$ cat src/rtl/mul_scheduler.sv
// Round-robin scheduler sharing one multicycle 32x32 signed multiplier between NUM_REQ requesters.
// Define MUL_STICKY_OVF_EN to add the sticky overflow flag (ovf_sticky / ovf_clear).
module mul_scheduler #(
  parameter int unsigned NUM_REQ    = 2,
  parameter int unsigned ID_W       = 1,
  parameter int unsigned MUL_CYCLES = 2
) (
  input  logic                  clk,
  input  logic                  rst,
  input  logic [NUM_REQ-1:0]    req_valid,
  output logic [NUM_REQ-1:0]    req_ready,
  input  logic [NUM_REQ*32-1:0] req_a,
  input  logic [NUM_REQ*32-1:0] req_b,
  output logic                  resp_valid,
  input  logic                  resp_ready,
  output logic [ID_W-1:0]       resp_id,
  output logic [31:0]           resp_out,
  output logic                  resp_ovf,
`ifdef MUL_STICKY_OVF_EN
  output logic                  ovf_sticky,
  input  logic                  ovf_clear,
`endif
  output logic                  busy
);

  localparam int unsigned CntW = (MUL_CYCLES > 1) ? $clog2(MUL_CYCLES) : 1;

  typedef enum logic [1:0] {StIdle, StExec, StResp} state_e;

  state_e          state_q, state_d;
  logic [ID_W-1:0] rr_ptr_q, rr_ptr_d;
  logic [CntW-1:0] cnt_q, cnt_d;
  logic [31:0]     op_a_q, op_a_d;
  logic [31:0]     op_b_q, op_b_d;
  logic [ID_W-1:0] id_q, id_d;
  logic            resp_valid_q, resp_valid_d;
  logic [31:0]     resp_out_q, resp_out_d;
  logic            resp_ovf_q, resp_ovf_d;
  logic [ID_W-1:0] resp_id_q, resp_id_d;

  logic            grant_found;
  logic [ID_W-1:0] grant_idx;
  logic [ID_W-1:0] rr_next;
  logic [31:0]     sel_a, sel_b;
  logic [63:0]     prod;
  logic            prod_ovf;
  logic            capture;

  // Two passes give the first valid index at or above rr_ptr, then wrap to the bottom.
  always_comb begin
    grant_found = 1'b0;
    grant_idx   = '0;
    for (int i = 0; i < NUM_REQ; i++) begin
      if (!grant_found && req_valid[i] && (i >= int'(rr_ptr_q))) begin
        grant_found = 1'b1;
        grant_idx   = ID_W'(i);
      end
    end
    for (int i = 0; i < NUM_REQ; i++) begin
      if (!grant_found && req_valid[i] && (i < int'(rr_ptr_q))) begin
        grant_found = 1'b1;
        grant_idx   = ID_W'(i);
      end
    end
  end

  always_comb begin
    sel_a = '0;
    sel_b = '0;
    for (int i = 0; i < NUM_REQ; i++) begin
      if (grant_idx == ID_W'(i)) begin
        sel_a = req_a[32*i +: 32];
        sel_b = req_b[32*i +: 32];
      end
    end
  end

  always_comb begin
    req_ready = '0;
    if ((state_q == StIdle) && !rst && grant_found) begin
      for (int i = 0; i < NUM_REQ; i++) begin
        req_ready[i] = (grant_idx == ID_W'(i));
      end
    end
  end

  assign rr_next = (grant_idx == ID_W'(NUM_REQ - 1)) ? '0 : grant_idx + ID_W'(1);

  // Sign-extended 64-bit unsigned multiply yields the exact signed product.
  assign prod     = {{32{op_a_q[31]}}, op_a_q} * {{32{op_b_q[31]}}, op_b_q};
  assign prod_ovf = (prod[63:32] != {32{prod[31]}});
  assign capture  = (state_q == StExec) && (cnt_q == '0);

  always_comb begin
    state_d      = state_q;
    rr_ptr_d     = rr_ptr_q;
    cnt_d        = cnt_q;
    op_a_d       = op_a_q;
    op_b_d       = op_b_q;
    id_d         = id_q;
    resp_valid_d = resp_valid_q;
    resp_out_d   = resp_out_q;
    resp_ovf_d   = resp_ovf_q;
    resp_id_d    = resp_id_q;
    unique case (state_q)
      StIdle: begin
        if (grant_found) begin
          op_a_d   = sel_a;
          op_b_d   = sel_b;
          id_d     = grant_idx;
          cnt_d    = CntW'(MUL_CYCLES - 1);
          rr_ptr_d = rr_next;
          state_d  = StExec;
        end
      end
      StExec: begin
        if (cnt_q != '0) begin
          cnt_d = cnt_q - CntW'(1);
        end else begin
          resp_out_d   = prod[31:0];
          resp_ovf_d   = prod_ovf;
          resp_id_d    = id_q;
          resp_valid_d = 1'b1;
          state_d      = StResp;
        end
      end
      StResp: begin
        if (resp_ready) begin
          resp_valid_d = 1'b0;
          state_d      = StIdle;
        end
      end
      default: state_d = StIdle;
    endcase
  end

  always_ff @(posedge clk) begin
    if (rst) begin
      state_q      <= StIdle;
      rr_ptr_q     <= '0;
      cnt_q        <= '0;
      op_a_q       <= '0;
      op_b_q       <= '0;
      id_q         <= '0;
      resp_valid_q <= 1'b0;
      resp_out_q   <= '0;
      resp_ovf_q   <= 1'b0;
      resp_id_q    <= '0;
    end else begin
      state_q      <= state_d;
      rr_ptr_q     <= rr_ptr_d;
      cnt_q        <= cnt_d;
      op_a_q       <= op_a_d;
      op_b_q       <= op_b_d;
      id_q         <= id_d;
      resp_valid_q <= resp_valid_d;
      resp_out_q   <= resp_out_d;
      resp_ovf_q   <= resp_ovf_d;
      resp_id_q    <= resp_id_d;
    end
  end

`ifdef MUL_STICKY_OVF_EN
  logic sticky_q, sticky_d;

  // Set has priority over a same-cycle clear.
  always_comb begin
    sticky_d = sticky_q;
    if (ovf_clear) sticky_d = 1'b0;
    if (capture && prod_ovf) sticky_d = 1'b1;
  end

  always_ff @(posedge clk) begin
    if (rst) sticky_q <= 1'b0;
    else     sticky_q <= sticky_d;
  end

  assign ovf_sticky = sticky_q;
`else
  logic unused_capture;
  assign unused_capture = capture;
`endif

  assign resp_valid = resp_valid_q;
  assign resp_out   = resp_out_q;
  assign resp_ovf   = resp_ovf_q;
  assign resp_id    = resp_id_q;
  assign busy       = (state_q != StIdle);

endmodule

$ cat config.mk
export PLATFORM = sky130hd
export DESIGN_NAME = mul_scheduler
export DESIGN_NICKNAME = d
export VERILOG_FILES = /design/src/rtl/mul_scheduler.sv
export SDC_FILE = /design/constraint.sdc
export NUM_CORES = 2
export LEC_CHECK = 0
export ABC_CLOCK_PERIOD_IN_PS = 8500
export CAP_MARGIN = 20
export CORE_MARGIN = 3
export CORE_UTILIZATION = 58
export DETAILED_ROUTE_END_ITERATION = 7
export MAX_ROUTING_LAYER = met4
export PLACE_DENSITY = 0.82
export SLEW_MARGIN = 15
export SYNTH_ARGS = -nofsm -noshare
export SYNTH_HDL_FRONTEND = slang
export SYNTH_SLANG_ARGS = --single-unit
export TNS_END_PERCENT = 1
$ cat constraint.sdc
create_clock -name clk -period 8.5 [get_ports clk]
set_clock_uncertainty 0.2 [all_clocks]
set_input_delay 2.55 -clock clk [delete_from_list [all_inputs] [get_ports clk]]
set_output_delay 2.55 -clock clk [all_outputs]
set_load 0.05 [all_outputs]
After elaboration in Yosys (flattened, before gate mapping)
Index checks and enable logic that the tools add are counted.
W data, S select, Z words.
- output and inout bits: 38
- input port bits: 133
- flip-flop bits (word level): 104
- mux-type cells: 19
- $add $sub $neg: 2
- multipliers: 1
- bitwise gates (word level): 2
- reduce and logical (&&, ||, !) cells: 18
- magnitude comparators: 2
- eq/ne operators: 6
- operators by type and width (kind ; number):
    $mul A32 B32 Y64 ; 1
    $mux W32 ; 2
    $ne A32 B32 Y1 ; 1
    $mux W1 ; 10
    $mux W2 ; 4
    $logic_and A1 B1 Y1 ; 6
    $ne A2 B2 Y1 const B ; 3
    $pmux W2 S3 ; 1
    $reduce_and A2 Y1 ; 3
    $reduce_and A3 Y1 ; 2
    $reduce_bool A2 Y1 ; 3
    $pmux W1 S2 ; 2
    $logic_not A1 Y1 ; 3
    $eq A2 B1 Y1 const B ; 1
    $eq A2 B2 Y1 const B ; 1
    $logic_not A2 Y1 ; 1
    $not A1 Y1 ; 2
    $add A1 B1 Y1 const B ; 1
    $ge A1 B1 Y1 const A ; 1
    $lt A1 B1 Y1 const A ; 1
    $sub A1 B1 Y1 const B ; 1

Longest topological paths before layout
- word-level depth: 12
- mapped depth: 32
- gate-level depth less buffers: 30

Worst setup path before layout
OpenSTA, ideal clock, no wires.
- path type: register to register
- from: register op_b_q[4]
- to: register resp_ovf_q, in the netlist resp_ovf
- path slack: -0.316 ns
- arrival: 8.486 ns
- setup time: 0.130 ns
- stages on the path, launching flop included: 27
- required time: 8.170 ns
- path through: dfxtp_1 -> clkbuf_1 -> and2_1 -> fa_1 -> inv_1 -> fa_1 -> inv_1 -> fa_1 -> inv_1 -> fa_1 -> fa_1 -> fa_1 -> fa_1 -> fa_1 -> inv_1 -> ha_1 -> clkbuf_1 -> nand4_1 -> or4_4 -> a2111oi_4 -> nor3_2 -> o41a_1 -> o21ai_2 -> xor2_1 -> or4_2 -> a2111oi_2 -> a211oi_1
- cells in the longest elaborated chain, start to end: 2
- RTL lines (item ; line ; RTL):
    start: declaration ; 34 ; logic [31:0] op_b_q, op_b_d;
    start signal: assignment ; 154 ; op_b_q <= op_b_d;
    $mul A32 B32 Y64 ; 90 ; assign prod = {{32{op_a_q[31]}}, op_a_q} * {{32{op_b_q[31]}}, op_b_q};
    $ne A32 B32 Y1 ; 91 ; assign prod_ovf = (prod[63:32] != {32{prod[31]}});
    end signal: assignment ; 158 ; resp_ovf_q <= resp_ovf_d;
    end: declaration ; 38 ; logic resp_ovf_q, resp_ovf_d;
Every way passes these cells.
A chain may end at the register's enable or synchronous reset.

Final worst setup path
- from: register op_b_q[6]
- to: register resp_ovf_q, in the netlist resp_ovf
Same word-level chain as after synthesis.

==> metrics.csv <==
stage,metric,value,unit
route,routed.top_layer,met4,
min_path,min_path_type,reg2reg,
placement,hpwl,94200,um
synth,synth_area_leaders,"fa_1, inv_1, and2_1, nand2_1, ha_1",
final_layout,areaGrowthSynthToFinish,15.39,%
floorplanning,start_util,59.20,%
route,dr_wl_met3,8774,um
route,wl,113200,um
worst_setup_path,endpoint_kind,register,
synth,netlist-cell-type-count,74,
power,combPwrFrac,90.0,%
power,clkPwrFrac,4.4,%
route,wl_met2,57380,um
grt,grt_max_degree,66,
sta,holdWs,0.2555,ns
sta,slew_viol_final,0,
worst_setup_path,worstPathArrival,8.63,ns
cts,clock_path_buffers,2,
synth,synth.top_cell.area_share,55.06,%
placement,gp_congestion,0.9919,
cts,clkLatencyLatePin,0.41,ns
cts,hold_buffers,0,
route,vias,30880,
power,peakVddDrop,0.3456,mV
final_layout,layout-drive-gt1-share,11.45,%
cts,clkTransAtPathRegs,0.08,ns
power,internal_power,5.563,mW
synth,synthCells,4131,
sta,setup_viol,1,
run,cap_violations,0,
sta,fmax,0.1167,GHz
route,drc_errors,0,
cts,root_buffer,clkbuf_16,
synth,syn_avg_cell_area,9.523,um^2
power,seq_power_share,5.6,%
synth,syn_nets,5530,
worst_setup_path,cp_common_cell,fa_1,
power,p_leak,18.19,nW
route,viasPerCell,5.812,
floorplanning,fp.dieH,266.4,um
worst_setup_path,cpPeakStageDelay,0.57,ns
sta,slew-limit-headroom,29.12,%
final_layout,layout.cells.non_filler,5313,
route,detail-route-antenna-nets,0,
grt,grt_usage,33.77,%
worst_setup_path,path_class,reg2reg,
status,status,finished with violations,
sta,rsz0062_at_grt,yes,
floorplanning,design.core.area,66450,um^2
synth,synth-seq-cells,104,
synth,synth_edf_count,0,
placement,dpl.cell_count,5278,
power,power_density,262.1,nW/um^2
synth,yosysTopAreaCell,fa_1,
cts,htree_levels,3,
power,finalPower,11.90,mW
power,power.switching,6.334,mW
synth,synth_area,39340,um^2
cts,clock-sinks,104,
floorplanning,die_area,70980,um^2
route,drtIter0Drc,2402,
grt,grt.overflow.total,0,
cts,tritoncts,yes,
power,switching_share,53.24,%
final_layout,num-nets-final,5841,
synth,async_reset_ff_share,0,%
sta,worst_slack,-0.06705,ns
sta,worst_slew_pin_slew,1.061,ns
route,wire_per_inst,21.31,um
placement,io_buffers,170,
cts,numCtsBuffers,9,
worst_setup_path,worstSetupStartpointType,register,
grt,grt_pass1_vias,34420,
sta,hold_viol_final,0,
grt,antenna_found_initial,2,
worst_setup_path,cp_slowest_cell,fa_1,
status,violations,negative setup slack,
synth,seq_area_frac_synth,5.293,%
worst_setup_path,crit_path_max_fanout,5,
floorplanning,fp-row-count,94,
floorplanning,die_width,266.4,um
sta,finalCriticalPeriod,8.567,ns
sta,period_share,100.8,%
synth,synth-main-ff-cell,dfxtp_1,
route,dr.pass1.iters,7,
synth,yosys_warnings,0,
grt,grt_pass1_wl,180200,um
worst_setup_path,worstPathRequired,8.57,ns
floorplanning,io_pins,171,
route,met1_length,39290,um
-- worst paths after layout --
path	startpoint	end	slack, ns	cells after the start
max	op_b_q[6]$_SDFFE_PP0P_	resp_ovf$_SDFFE_PP0P_	-0.07	31
min	resp_out[22]$_SDFFE_PP0P_	resp_out[22]$_SDFFE_PP0P_	0.26	2
max reg2reg	op_b_q[6]$_SDFFE_PP0P_	resp_ovf$_SDFFE_PP0P_	-0.07	31
min reg2reg	resp_out[22]$_SDFFE_PP0P_	resp_out[22]$_SDFFE_PP0P_	0.26	2
-- layout make-up --
class | instances | area, um^2
antenna | 2 | 5.005
clock buffer | 9 | 225.2
clock inverter | 7 | 112.6
fill | 4705 | 21060
inverter | 816 | 3070
multi-input combinational | 2965 | 33490
sequential | 104 | 2156
tap | 864 | 1081
timing repair buffer | 546 | 5255
-- cells in the mapped netlist (42+ instances only) --
| cell | count |
|---|---|
| ha_1 | 184 |
| nor2_1 | 43 |
| and2_1 | 425 |
| nand2_1 | 692 |
| o21ai_0 | 45 |
| clkbuf_1 | 220 |
| inv_1 | 815 |
| dfxtp_1 | 104 |
| a222oi_1 | 64 |
| xnor2_1 | 42 |
| a21oi_1 | 106 |
| fa_1 | 1082 |
-- layout by cell type, fill, tap and decap left out, types with 15 or more instances in the layout --
cell and instances:
a211oi_1 15, a21o_1 29, a21oi_1 98, a222oi_1 64, and2_1 425, buf_12 49, buf_4 315, clkdlybuf4s50_1 168
dfxtp_1 69, dfxtp_2 23, fa_1 1069, ha_1 179, inv_1 805, nand2_1 692, nand2b_1 31, nand3_1 16
nand4_1 20, nor2_1 40, o21ai_0 37, xnor2_1 41, xor2_1 25
-- power groups by stage --
stage | registers (mW) | logic, mW | clock network [mW]
global route | 0.671 | 11.8 | 0.548
global placement | 0.664 | 9.77 | 0
floorplan | 0.721 | 6.46 | 0
finish | 0.665 | 10.7 | 0.521
CTS | 0.662 | 10.3 | 0.529
detailed placement | 0.666 | 10.1 | 0
-- metal layers --
layer	track usage, %	vias up
met5	-	-
met2	57.34	1549
met4	18.51	0
li1	-	12940
met1	38.38	15860
met3	5.614	521
-- per-stage QoR --
| stage | setup TNS (ns) | util, % | instance area (um^2) | setup WS [ns] |
|---|---|---|---|---|
| floorplan | 0 | - | 39370 | 0.009692 |
| global placement | -0.1090 | 66.90 | 44460 | -0.1090 |
| detailed placement | -0.2503 | 66.90 | 44460 | -0.2503 |
| CTS | 0 | 67.81 | 45060 | 0.00002753 |
| global route | -0.2764 | 68.31 | 45390 | -0.2764 |
| finish | -0.06705 | 68.31 | 45390 | -0.06705 |
-- state kept, by name, summed over array words and instances (netlist names), 2 cells and up --
name,count
state_q,2
op_b_q,32
op_a_q,32
resp_out,32
-- what timing repair did --
item / CTS / global route
endpoints found under the setup margin: 1 / 1
gates cloned: 2 / 2
pin swaps: 30 / 35
gates resized for setup: 57 / 60
buffers inserted: 5 / 8
-- cell families after synthesis --
group	after synthesis	synth area share, %
compound gates	339	6.088
xor+xnor	68	1.533
fa+ha+maj	1266	60.92
buf+inv	1062	10.24
flops	104	5.293
mux	4	0.1050
simple gates	1288	15.82
-- critical path, delay by kind of cell, from the launching register on --
family                     cells  cell delay [ns]
and+or+nand+nor                6             0.82
DFF                            1             0.40
adders and majority gates      9             4.35
buffers and inverters          9             1.23
AOI/OAI and AO/OA              6             1.25
xor gates and xnor gates       1             0.17
Note: power is estimated with default switching activity, not from simulation.
